<file path="config.mk">
export PLATFORM = sky130hd
export DESIGN_NAME = vgacon_term
export DESIGN_NICKNAME = d
export VERILOG_FILES = /design/src/rtl/vgacon_term_pkg.sv /design/src/rtl/vgacon_term_fill.sv /design/src/rtl/vgacon_term.sv
export SDC_FILE = /design/constraint.sdc
export NUM_CORES = 1
export LEC_CHECK = 0
export ABC_CLOCK_PERIOD_IN_PS = 5000
export CAP_MARGIN = 20
export CORE_MARGIN = 2
export CORE_UTILIZATION = 35
export DETAILED_ROUTE_END_ITERATION = 6
export PLACE_DENSITY = 0.6
export SLEW_MARGIN = 20
export SYNTH_ARGS = -nofsm -noshare
export SYNTH_HDL_FRONTEND = slang
export SYNTH_SLANG_ARGS = --single-unit
export TNS_END_PERCENT = 100
</file>
<file path="constraint.sdc">
create_clock -name clk -period 5 [get_ports clk]
set_clock_uncertainty 0.05 [all_clocks]
set_input_delay 0.5 -clock clk [delete_from_list [all_inputs] [get_ports clk]]
set_output_delay 0.5 -clock clk [all_outputs]
set_load 0.05 [all_outputs]
</file>
<file path="src/rtl/vgacon_term_pkg.sv">
// Shared types and constants for the VGA text-console terminal controller.
package vgacon_term_pkg;

  localparam int         COLS_DEF  = 80;
  localparam int         ROWS_DEF  = 50;
  localparam logic [7:0] BLANK_DEF = 8'h20;
  localparam int         ADDR_W    = 13;

  typedef enum logic [1:0] {
    IDLE,
    CLR_LINE,
    CLR_ALL
  } state_t;

  localparam logic [6:0] CC_BS = 7'h08;
  localparam logic [6:0] CC_LF = 7'h0A;
  localparam logic [6:0] CC_FF = 7'h0C;
  localparam logic [6:0] CC_CR = 7'h0D;
  localparam logic [6:0] CC_SO = 7'h0E;
  localparam logic [6:0] CC_SI = 7'h0F;

  function automatic logic is_printable(input logic [6:0] code);
    return (code >= 7'h20) && (code <= 7'h7E);
  endfunction

endpackage

</file>
<file path="src/rtl/vgacon_term_fill.sv">
// Blank-fill sequencer: after a start pulse, emits `count` consecutive addresses
// from `base`, one per cycle. Shared by the line clear and the screen clear.
module vgacon_term_fill
  import vgacon_term_pkg::*;
(
  input  logic              clk,
  input  logic              reset,
  input  logic              start,
  input  logic [ADDR_W-1:0] base,
  input  logic [ADDR_W-1:0] count,
  output logic [ADDR_W-1:0] addr,
  output logic              wren,
  output logic              done
);

  logic              active_q, active_d;
  logic [ADDR_W-1:0] addr_q, addr_d;
  logic [ADDR_W-1:0] remain_q, remain_d;

  always_comb begin
    active_d = active_q;
    addr_d   = addr_q;
    remain_d = remain_q;
    if (start) begin
      active_d = (count != '0);
      addr_d   = base;
      remain_d = count;
    end else if (active_q) begin
      addr_d   = addr_q + ADDR_W'(1);
      remain_d = remain_q - ADDR_W'(1);
      if (remain_q == ADDR_W'(1)) active_d = 1'b0;
    end
  end

  always_ff @(posedge clk or posedge reset) begin
    if (reset) begin
      active_q <= 1'b0;
      addr_q   <= '0;
      remain_q <= '0;
    end else begin
      active_q <= active_d;
      addr_q   <= addr_d;
      remain_q <= remain_d;
    end
  end

  assign addr = addr_q;
  assign wren = active_q;
  assign done = active_q && (remain_q == ADDR_W'(1));

endmodule

</file>
<file path="src/rtl/vgacon_term.sv">
// Terminal controller: decodes a byte stream into text-RAM writes, tracks the cursor
// and runs line/screen clears. Define VGACON_TERM_ATTR_EN to enable SO/SI colour attribute.
module vgacon_term
  import vgacon_term_pkg::*;
#(
  parameter int         COLS  = COLS_DEF,
  parameter int         ROWS  = ROWS_DEF,
  parameter logic [7:0] BLANK = BLANK_DEF
) (
  input  logic              clk,
  input  logic              reset,
  input  logic              in_valid,
  output logic              in_ready,
  input  logic [7:0]        in_data,
  output logic [ADDR_W-1:0] tram_addr,
  output logic [7:0]        tram_wdata,
  output logic              tram_wren,
  output logic [6:0]        cursor_col,
  output logic [5:0]        cursor_row,
  output logic              busy
);

  localparam logic [ADDR_W-1:0] COLS_A       = ADDR_W'(COLS);
  localparam logic [ADDR_W-1:0] SCREEN_CELLS = ADDR_W'(ROWS * COLS);
  localparam logic [6:0]        LAST_COL     = 7'(COLS - 1);
  localparam logic [5:0]        LAST_ROW     = 6'(ROWS - 1);

  state_t            state_q, state_d;
  logic [6:0]        col_q, col_d;
  logic [5:0]        row_q, row_d;
  logic              kick_q, kick_d;
  logic [ADDR_W-1:0] addr_q, addr_d;
  logic [7:0]        wdata_q, wdata_d;
  logic              wren_q, wren_d;
  logic              busy_q, busy_d;
  logic              attr;

  logic              accept;
  logic [6:0]        code;
  logic [5:0]        row_next;
  logic [ADDR_W-1:0] cur_addr;
  logic [ADDR_W-1:0] next_line_base;
  logic              in_data_unused;

  logic              fill_start;
  logic [ADDR_W-1:0] fill_base, fill_count, fill_addr;
  logic              fill_wren, fill_done;

  assign in_ready       = (state_q == IDLE);
  assign accept         = in_valid && in_ready;
  assign code           = in_data[6:0];
  assign in_data_unused = in_data[7];
  assign row_next       = (row_q == LAST_ROW) ? 6'd0 : row_q + 6'd1;
  assign cur_addr       = ADDR_W'(row_q) * COLS_A + ADDR_W'(col_q);
  assign next_line_base = ADDR_W'(row_next) * COLS_A;

`ifdef VGACON_TERM_ATTR_EN
  logic attr_q, attr_d;
  assign attr = attr_q;

  always_ff @(posedge clk or posedge reset) begin
    if (reset) attr_q <= 1'b0;
    else       attr_q <= attr_d;
  end
`else
  assign attr = 1'b0;
`endif

  // Byte decode, cursor update and the registered TRAM write mux.
  always_comb begin
    state_d    = state_q;
    col_d      = col_q;
    row_d      = row_q;
    kick_d     = 1'b0;
    addr_d     = addr_q;
    wdata_d    = wdata_q;
    wren_d     = 1'b0;
    fill_start = 1'b0;
    fill_base  = '0;
    fill_count = '0;
`ifdef VGACON_TERM_ATTR_EN
    attr_d     = attr_q;
`endif

    if (kick_q) begin
      fill_start = 1'b1;
      fill_count = SCREEN_CELLS;
    end else if (accept) begin
      if (is_printable(code)) begin
        wren_d  = 1'b1;
        addr_d  = cur_addr;
        wdata_d = {attr, code};
        if (col_q == LAST_COL) begin
          col_d      = 7'd0;
          row_d      = row_next;
          state_d    = CLR_LINE;
          fill_start = 1'b1;
          fill_base  = next_line_base;
          fill_count = COLS_A;
        end else begin
          col_d = col_q + 7'd1;
        end
      end else begin
        case (code)
          CC_CR: col_d = 7'd0;
          CC_LF: begin
            col_d      = 7'd0;
            row_d      = row_next;
            state_d    = CLR_LINE;
            fill_start = 1'b1;
            fill_base  = next_line_base;
            fill_count = COLS_A;
          end
          CC_BS: begin
            if (col_q != 7'd0) begin
              col_d   = col_q - 7'd1;
              wren_d  = 1'b1;
              addr_d  = cur_addr - ADDR_W'(1);
              wdata_d = BLANK;
            end
          end
          CC_FF: begin
            col_d      = 7'd0;
            row_d      = 6'd0;
            state_d    = CLR_ALL;
            fill_start = 1'b1;
            fill_count = SCREEN_CELLS;
          end
`ifdef VGACON_TERM_ATTR_EN
          CC_SO: attr_d = 1'b1;
          CC_SI: attr_d = 1'b0;
`endif
          default: ;
        endcase
      end
    end

    // Clear writes never carry the attribute bit.
    if (fill_wren) begin
      wren_d  = 1'b1;
      addr_d  = fill_addr;
      wdata_d = BLANK;
      if (fill_done) state_d = IDLE;
    end

    busy_d = (state_d != IDLE) || fill_wren;
  end

  always_ff @(posedge clk or posedge reset) begin
    if (reset) begin
      state_q <= CLR_ALL;
      col_q   <= 7'd0;
      row_q   <= 6'd0;
      kick_q  <= 1'b1;
      addr_q  <= '0;
      wdata_q <= 8'd0;
      wren_q  <= 1'b0;
      busy_q  <= 1'b0;
    end else begin
      state_q <= state_d;
      col_q   <= col_d;
      row_q   <= row_d;
      kick_q  <= kick_d;
      addr_q  <= addr_d;
      wdata_q <= wdata_d;
      wren_q  <= wren_d;
      busy_q  <= busy_d;
    end
  end

  vgacon_term_fill u_fill (
    .clk   (clk),
    .reset (reset),
    .start (fill_start),
    .base  (fill_base),
    .count (fill_count),
    .addr  (fill_addr),
    .wren  (fill_wren),
    .done  (fill_done)
  );

  assign tram_addr  = addr_q;
  assign tram_wdata = wdata_q;
  assign tram_wren  = wren_q;
  assign cursor_col = col_q;
  assign cursor_row = row_q;
  assign busy       = busy_q;

endmodule

</file>
# Word-level counts from Yosys, hierarchy flattened
# Index checks and enable logic that the tools add are counted.
totals:
  regBits: 66
  latch_bits: 0
  ram_bits: 0
  romBits: 0
  inputBits: 11
  mem_count: 0
classes:
  n_addsub: 7
  mul: 2
  n_div: 0
  n_lt_le_gt_ge: 2
  eq_ne: 10
  shift: 0
  n_mux: 55
  bitwise_logic: 1
  reduce_logical: 19
op_table:
  columns: ["cell", "n"]
  rows:
  - ["$mux W13", 18]
  - ["$mux W8", 6]
  - ["$eq A7 B4 Y1 const B", 4]
  - ["$mux W7", 4]
  - ["$sub A13 B1 Y13 const B", 2]
  - ["$pmux W12 S2", 1]
  - ["$mul A6 B3 Y9 const B", 2]
  - ["$mux W6", 3]
  - ["$mux W1", 14]
  - ["$pmux W7 S2", 1]
  - ["$add A13 B1 Y13 const B", 1]
  - ["$add A13 B7 Y13", 1]
  - ["$eq A13 B1 Y1 const B", 1]
  - ["$reduce_bool A13 Y1", 1]
  - ["$mux W2", 6]
  - ["$pmux W6 S2", 1]
  - ["$reduce_and A4 Y1", 3]
  - ["$reduce_bool A3 Y1", 4]
  - ["$add A7 B1 Y7 const B", 1]
  - ["$eq A7 B7 Y1 const B", 1]
  - ["$ge A7 B6 Y1 const B", 1]
  - ["$le A7 B7 Y1 const B", 1]
  - ["$reduce_bool A7 Y1", 1]
  - ["$sub A7 B1 Y7 const B", 1]
  - ["other kinds (12)", 17]

# Longest topological paths before layout
# Gate-level depths: netlist of the first run.
logic_depth:
  depth_word: 9
  depth_mapped: 14
  ltp_nobuf: 14

# Modules after synthesis
# Synthesis of the first run repeated with hierarchy kept, for this count alone.
unflattened:
  hier_cells: 536
  area_unflattened_um2: 4639.4
by_module_without_submodules:
  columns: ["module", "n_inst", "cells_per_inst", "area_each_um2", "seq_area_each_um2"]
  rows:
  - ["vgacon_term", 1, 365, 3084.2, 953.4]
  - ["vgacon_term_fill", 1, 171, 1555.2, 675.6]

# Least setup slack after synthesis of the first run
# OpenSTA, ideal clock, no wires.
synth_timing:
  path_type: "reg2reg"
  startpoint: "register row_q[0] (netlist: cursor_row[0])"
  endpoint: "register u_fill.addr_q[11] (netlist: u_fill.addr[11])"
  t_arrival_ps: 3289
  slack_ps: 1540
  stages_incl_launch_ff: 14
  n_path_buf: 0
  synth_period_minus_slack_ps: 3460
  path_cell_list: "dfrtp_1 > ha_1 > nand4b_1 > nor2_1 > nor2_1 > ha_1 > ha_1 > fa_1 > a21o_1 > a21oi_1 > xor2_1 > nor2_1 > o21a_1 > o22a_1"
synth_via:
  elab_chain_len: 8
synth_rtl:
  columns: ["item", "line", "rtl"]
  rows:
  - ["start: declaration", "vgacon_term.sv:30", "logic [5:0] row_q, row_d;"]
  - ["start signal: assignment", "vgacon_term.sv:162", "row_q <= row_d;"]
  - ["$add A6 B1 Y6 / $eq A6 B6 Y1 (equally long branches)", "vgacon_term.sv:53", "assign row_next = (row_q == LAST_ROW) ? 6'd0 : row_q + 6'd1;"]
  - ["$mux W6 *", "vgacon_term.sv:53", null]
  - ["$mul A6 B3 Y9 *", "vgacon_term.sv:55", "assign next_line_base = ADDR_W'(row_next) * COLS_A;"]
  - ["$mux W13 (on tied branches)", "vgacon_term.sv:104, vgacon_term.sv:93", null]
  - ["$mux W13 *", "vgacon_term.sv:89", "if (is_printable(code)) begin"]
  - ["$mux W13 *", "vgacon_term.sv:88", "end else if (accept) begin"]
  - ["$mux W13 *", "vgacon_term.sv:85", "if (kick_q) begin"]
  - ["$mux W13 *", "vgacon_term_fill.sv:24", "if (start) begin"]
  - ["end signal: assignment", "vgacon_term_fill.sv:42", "addr_q <= addr_d;"]
  - ["end: declaration", "vgacon_term_fill.sv:17", "logic [ADDR_W-1:0] addr_q, addr_d;"]
# Mark *: on every way between the ends. The rest lies on a longest branch, timed or not.
# A chain may end at the register's enable or synchronous reset.

# Final worst setup path of the first run
layout_timing:
  startpoint: "register row_q[1] (netlist: cursor_row[1])"
  endpoint: "register u_fill.addr_q[11] (netlist: u_fill.addr[11])"
# The elaborated chain is that of the path after synthesis.

==> impl_metrics.csv, run 1 <==
group,metric,value,unit
status,status,"finished clean",
die,die_area,0.0137,sq mm
timing,drv_slew,0,
setup_path,worstPathRequired,5.17,ns
global_route,grt_overflow,0,
min_path,hold_class,"flop to flop",
die,die_y,117,um
clocking,hold_buffers,0,
placed_design,dp_hpwl,8.43,mm
yosys,synth_flop_cell,"dfrtp_1",
yosys,synth_area_leaders,"dfrtp_1 (35%), ha_1 (7.6%), a21oi_1 (6.8%)",
die,ios,48,
setup_path,critical_path.max_fanout,8,
yosys,synth-seq-cells,65,
yosys,synth-seq-area-share,36.5,%
final_layout,fillers,1272,
route,first_pass_iters,4,
timing,fmax,287,MHz
yosys,synthCells,521,
min_path,min_delay_path_depth,2,
die,start_util,35.6,%
yosys,synth-edff-count,0,
timing,fin_setup_tns,0,ns
timing,setup_violations,0,
timing,period_minus_slack,3.49,ns
timing,period_share,69.8,%
setup_path,end_kind,"flop",
placed_design,portBuffers,45,
final_layout,final_nets,599,
timing,max_slew_margin,28.6,%
timing,rsz0062_at_grt,"no",
global_route,grt_pass1_wl,19.5,mm
global_route,grt.total_usage,18.3,%
route,viasPerCell,5.49,
placed_design,post-place-ws,1.50,ns
job,drv_cap,0,
setup_path,crit_arrival,3.65,ns
clocking,cts_resized,0,
yosys,synth.avg_cell_area,8.56,sq um
route,via_count,4038,
placed_design,place.gp.congestion,0.880,
clocking,cts_setup_buffers,0,
yosys,yosys_warnings,0,
final_layout,area_delta_synth_final,20.4,%
yosys,netlist_area,0.00446,sq mm
clocking,clock_latency,0.33,ns
final_layout,drive_gt1_share,6.22,%
final_layout,antennaDiodeCount,0,
power,p_leak,0.00227,uW
clocking,cts_sinks,65,
yosys,synth-async-reset-ratio,100,%
timing,layout_setup_ws,1.51,ns
timing,worst_pin_slew,1.07,ns
route,drc,0,
setup_path,r2r_slack,1.51,ns
setup_path,reg2regPathDepth,14,
yosys,netlist.top_cell.by_area,"dfrtp_1",
clocking,clockBufferDepth,2,
clocking,cts_tree,"built",
clocking,clk_pin_slew_worst_paths,0.06,ns
setup_path,r2r-start,"cursor_row[1]",
clocking,htree_num_levels,3,
global_route,antenna_found_initial,0,
route,first_iter_violations,282,
setup_path,r2r_end,"u_fill.addr[11]",
min_path,min_to,"tram_wdata[2]",
die,die_x,117,um
setup_path,crit_start,"cursor_row[1]",
die,rows,41,
route,avgRoutedWirePerCell,15.9,um
die,core,0.0125,sq mm
global_route,grt_max_degree,42,
yosys,yosysUniqueCellTypes,69,
timing,hold_violations,0,
clocking,cts_buffers,9,
power,ir_drop,0.211,mV
setup_path,cp-start-kind,"flop",
power,power.density,451,mW/mm^2
min_path,hp-start,"tram_wdata[2]",
setup_path,path_class,"flop to flop",
route,ant_nets,0,
route,routed_wl,11.7,mm
yosys,synth_top_area_share,35.3,%
global_route,grt_pass1_vias,3885,
clocking,ctsRootBufferMaster,"clkbuf_16",
## layout by cell type, fill, tap and decap left out, drive strengths merged, types with 6 or more instances in the layout
master / instances
dfrtp: 63
o21a: 7
inv: 14
a21oi: 63
xnor2: 16
a31oi: 9
or3: 6
and3: 8
o22a: 9
o21ai: 28
a21o: 7
xor2: 15
ha: 27
clkdlybuf4s50: 45
nand2: 61
nor2: 54
clkbuf: 11
nand3: 30
nor3b: 6
nor3: 9
## synth_stat cells (4+ instances only)
cell type,count
dfrtp_1,63
a21oi_1,61
nand2_1,60
nor2_1,54
nand3_1,30
ha_1,27
o21ai_0,26
xnor2_1,16
xor2_1,15
inv_1,14
clkbuf_1,10
nor3_1,9
o22a_1,9
a31oi_1,8
and3_1,8
buf_2,8
a21o_1,7
o21a_1,6
nor4_1,5
o211ai_1,5
or3_1,5
a211oi_1,4
nor3b_1,4
## metrics by stage
stage	power, uW	hold slack [ns]	area (sq um)	instances	util, %
6_report	2420	0.469	5370	735	42.9
3_5_place_dp	1730	0.456	5040	719	40.3
4_1_cts	2440	0.468	5370	735	42.9
2_1_floorplan	1460	0.422	4470	522	-
3_3_place_gp	1720	0.455	5040	719	40.3
5_1_grt	2600	0.480	5370	735	42.9
## worst max path at each step
| stage | endpoint | slack [ns] | cells after the start |
|---|---|---|---|
| 2_1_floorplan | u_fill.addr[11] | 1.54 | 13 |
| 3_3_place_gp | u_fill.addr[11] | 1.54 | 14 |
| 3_5_place_dp | u_fill.addr[11] | 1.50 | 14 |
| 4_1_cts | u_fill.addr[11] | 1.49 | 14 |
| 5_1_grt | u_fill.addr[11] | 1.25 | 14 |
| 6_report | u_fill.addr[11] | 1.51 | 14 |
## report_power, final
part	switching, uW	leakage [uW]	internal (uW)
registers	122	0.000840	589
logic	628	0.00127	389
clock network	233	0.000162	462
total	984	0.00227	1440
## metal layers
layer | vias to the layer above | track usage (%) | routed length [um]
li1 | 1951 | - | -
met1 | 1989 | 26.2 | 5780
met5 | - | 0 | 0
met2 | 83 | 27.3 | 5200
met4 | 0 | 7.69 | 266
met3 | 15 | 3.14 | 474
## cell families after synthesis
logic type | Yosys count | share of synthesized area, %
DFF | 65 | 36.5
muxes | 2 | 0.449
buffers and inverters | 38 | 3.79
other | 1 | 0.0840
adders and majority gates | 30 | 8.92
AOI/OAI and AO/OA | 156 | 22.3
and+or+nand+nor | 197 | 21.3
xor gates and xnor gates | 32 | 6.59
## registers in the layout, indices dropped and copies added, names as in the netlist
name,cells
u_fill.remain_q,13
busy,1
cursor_row,6
kick_q,1
tram_addr,13
tram_wdata,7
state_q,2
u_fill.wren,1
u_fill.addr,13
cursor_col,7
tram_wren,1
## worst max-delay path, stage by stage, from the launching register on
cell and delay (ns):
dfrtp_1 0.47, inv_1 0.14, ha_1 0.16, nand4b_1 0.09, nor2_1 0.42, nor2_1 0.12
ha_1 0.31, ha_1 0.23, fa_1 0.40, a21o_1 0.19, a21oi_1 0.16, xor2_1 0.16
nor2_1 0.08, o21a_1 0.19, o22a_1 0.19
## final cells by class
type	count	area (sq um)	share of cell area, %
inverter	15	56.3	1.05
sequential	65	1630	30.3
clock inverter	5	77.6	1.44
tap	172	215	4.01
multi-input combinational	419	2670	49.7
timing repair buffer	48	473	8.81
clock buffer	11	253	4.71
Note: power is estimated with default switching activity, not from simulation.
==> run 2, diff against run 1 <==
--- a/config.mk
+++ b/config.mk
@@ -5,12 +5,12 @@
 export SDC_FILE = /design/constraint.sdc
 export NUM_CORES = 1
 export LEC_CHECK = 0
-export ABC_CLOCK_PERIOD_IN_PS = 5000
+export ABC_CLOCK_PERIOD_IN_PS = 3150
 export CAP_MARGIN = 20
 export CORE_MARGIN = 2
 export CORE_UTILIZATION = 35
 export DETAILED_ROUTE_END_ITERATION = 6
-export PLACE_DENSITY = 0.6
+export PLACE_DENSITY = 0.62
 export SLEW_MARGIN = 20
 export SYNTH_ARGS = -nofsm -noshare
 export SYNTH_HDL_FRONTEND = slang
==> constraint.sdc (replaced) <==
create_clock -name clk -period 3.15 [get_ports clk]
set_clock_uncertainty 0.05 [all_clocks]
set_input_delay 0.315 -clock clk [delete_from_list [all_inputs] [get_ports clk]]
set_output_delay 0.315 -clock clk [all_outputs]
set_load 0.05 [all_outputs]
==> impl_metrics.csv, run 2 (synthesized netlist as in run 1, its figures left out) <==
group,metric,value,unit
status,status,"finished clean",
setup_path,cp_slowest_stage_delay,0.40,ns
global_route,antenna_found_initial,0,
global_route,grt.total_usage,18.5,%
route,first_pass_iters,5,
setup_path,crit_slowest_cell,"dfrtp_2",
timing,hold_violations,0,
final_layout,layout_commonest_cell,"a21oi_1",
route,routed_wl,12.0,mm
final_layout,drive_gt1_share,11.5,%
die,die_x,117,um
min_path,min_delay_path_depth,1,
clocking,clock_latency,0.34,ns
timing,period_share,95.7,%
die,rows,41,
clocking,clk_pin_slew_worst_paths,0.06,ns
setup_path,crit_chain,"inv_2 > ha_1 > nand4b_1 > nor2_4 > nor2_2 > ha_1 > ha_2 > fa_2 > a21o_1 > a21oi_1 > xor2_1 > nor2_1 > o21a_1 > o22a_1",
route,top_layer_used,"met4",
route,viasPerCell,5.36,
clocking,ctsRootBufferMaster,"clkbuf_16",
clocking,cts_buffers,9,
placed_design,placed_cells,737,
timing,worst_pin_slew,0.903,ns
timing,max_slew_margin,39.3,%
setup_path,end_kind,"flop",
global_route,grt_max_degree,66,
setup_path,cp_common_cell,"ha_1",
route,drc,0,
global_route,grt_pass1_vias,3902,
die,start_util,35.6,%
final_layout,final_nets,619,
setup_path,critical_path.max_fanout,8,
setup_path,reg2regPathDepth,14,
placed_design,place.gp.congestion,0.865,
timing,drv_slew,0,
setup_path,path_class,"flop to flop",
die,core,0.0125,sq mm
die,die_y,117,um
die,die_area,0.0137,sq mm
final_layout,area_delta_synth_final,23.4,%
setup_path,cp-start-kind,"flop",
placed_design,portBuffers,45,
clocking,clockBufferDepth,2,
clocking,cts_sinks,65,
route,wl_met1,5.74,mm
setup_path,worstPathRequired,3.33,ns
job,drv_cap,0,
final_layout,post-route-util,44.0,%
timing,setup_violations,0,
power,power.density,691,mW/mm^2
die,ios,48,
route,avgRoutedWirePerCell,15.8,um
route,dr_wl_met3,657,um
route,wl_met2,5.32,mm
final_layout,stdcell_count,755,
power,ir_drop,0.276,mV
clocking,htree_num_levels,3,
global_route,grt_pass1_wl,19.6,mm
route,ant_nets,0,
placed_design,dp_hpwl,8.62,mm
final_layout,final_cell_mix,"a21oi_1 (61), nand2_1 (60), dfrtp_1 (57)",
final_layout,antennaDiodeCount,0,
route,first_iter_violations,285,
timing,period_minus_slack,3.01,ns
timing,rsz0062_at_grt,"yes",
timing,fin_setup_tns,0,ns
power,p_leak,0.00234,uW
min_path,hold_class,"flop to flop",
timing,fmax,332,MHz
clocking,cts_tree,"built",
global_route,grt_overflow,0,
setup_path,crit_arrival,3.19,ns
route,via_count,4044,
run 2: final timing paths:
path | from | end | slack [ns]
hold reg to reg | u_fill.remain_q[11] | u_fill.remain_q[11] | 0.47
setup / recovery | cursor_row[1] | u_fill.addr[11] | 0.14
hold / removal | u_fill.remain_q[11] | u_fill.remain_q[11] | 0.47
max in group asynchronous | reset | cursor_row[1] | 1.93
setup reg to reg | cursor_row[1] | u_fill.addr[11] | 0.14
min in group asynchronous | reset | u_fill.remain_q[2] | 0.50
run 2: worst max-delay path, delay by kind of cell (launching register included):
kind                     cells  cell delay, ns
XOR/XNOR                     1            0.17
adder cells (fa/ha/maj)      4            0.98
flip-flops                   1            0.40
AO/OA/AOI/OAI                4            0.72
AND/OR/NAND/NOR              4            0.52
buffers and inverters        1            0.07
run 2: power by group:
part           switching (uW)  leakage [uW]  internal [uW]
Clock                     364      0.000139            571
Combinational            1100       0.00137            699
Sequential                134      0.000831            940
run 2: metal layers:
metal / track usage, % / vias to the layer above
li1: - / 1983
met1: 25.6 / 1939
met2: 28.8 / 104
met3: 4.22 / 18
met4: 5.80 / 0
met5: 0 / -
run 2: final cells by class:
cell class | instances | area [sq um]
sequential | 65 | 1640
fill | 1260 | 7010
timing repair buffer | 68 | 623
inverter | 15 | 56.3
clock buffer | 13 | 260
multi-input combinational | 419 | 2700
tap | 172 | 215
clock inverter | 3 | 15.0
run 2: through the flow:
step	hold slack (ns)	area [sq um]	setup slack (ns)	total power [uW]
after global routing	0.481	5510	-0.0613	4050
after detailed placement	0.462	5190	0.0300	2830
after floorplan	0.412	4480	0.0134	2330
after global placement	0.456	5190	0.0772	2810
final	0.469	5510	0.136	3800
after CTS	0.473	5470	0.0121	3790
run 2: repair_timing:
item,4_1_cts,5_1_grt
resized for setup,0,6
setup endpoints to repair,0,4
setup buffers,0,2
hold buffers,0,0
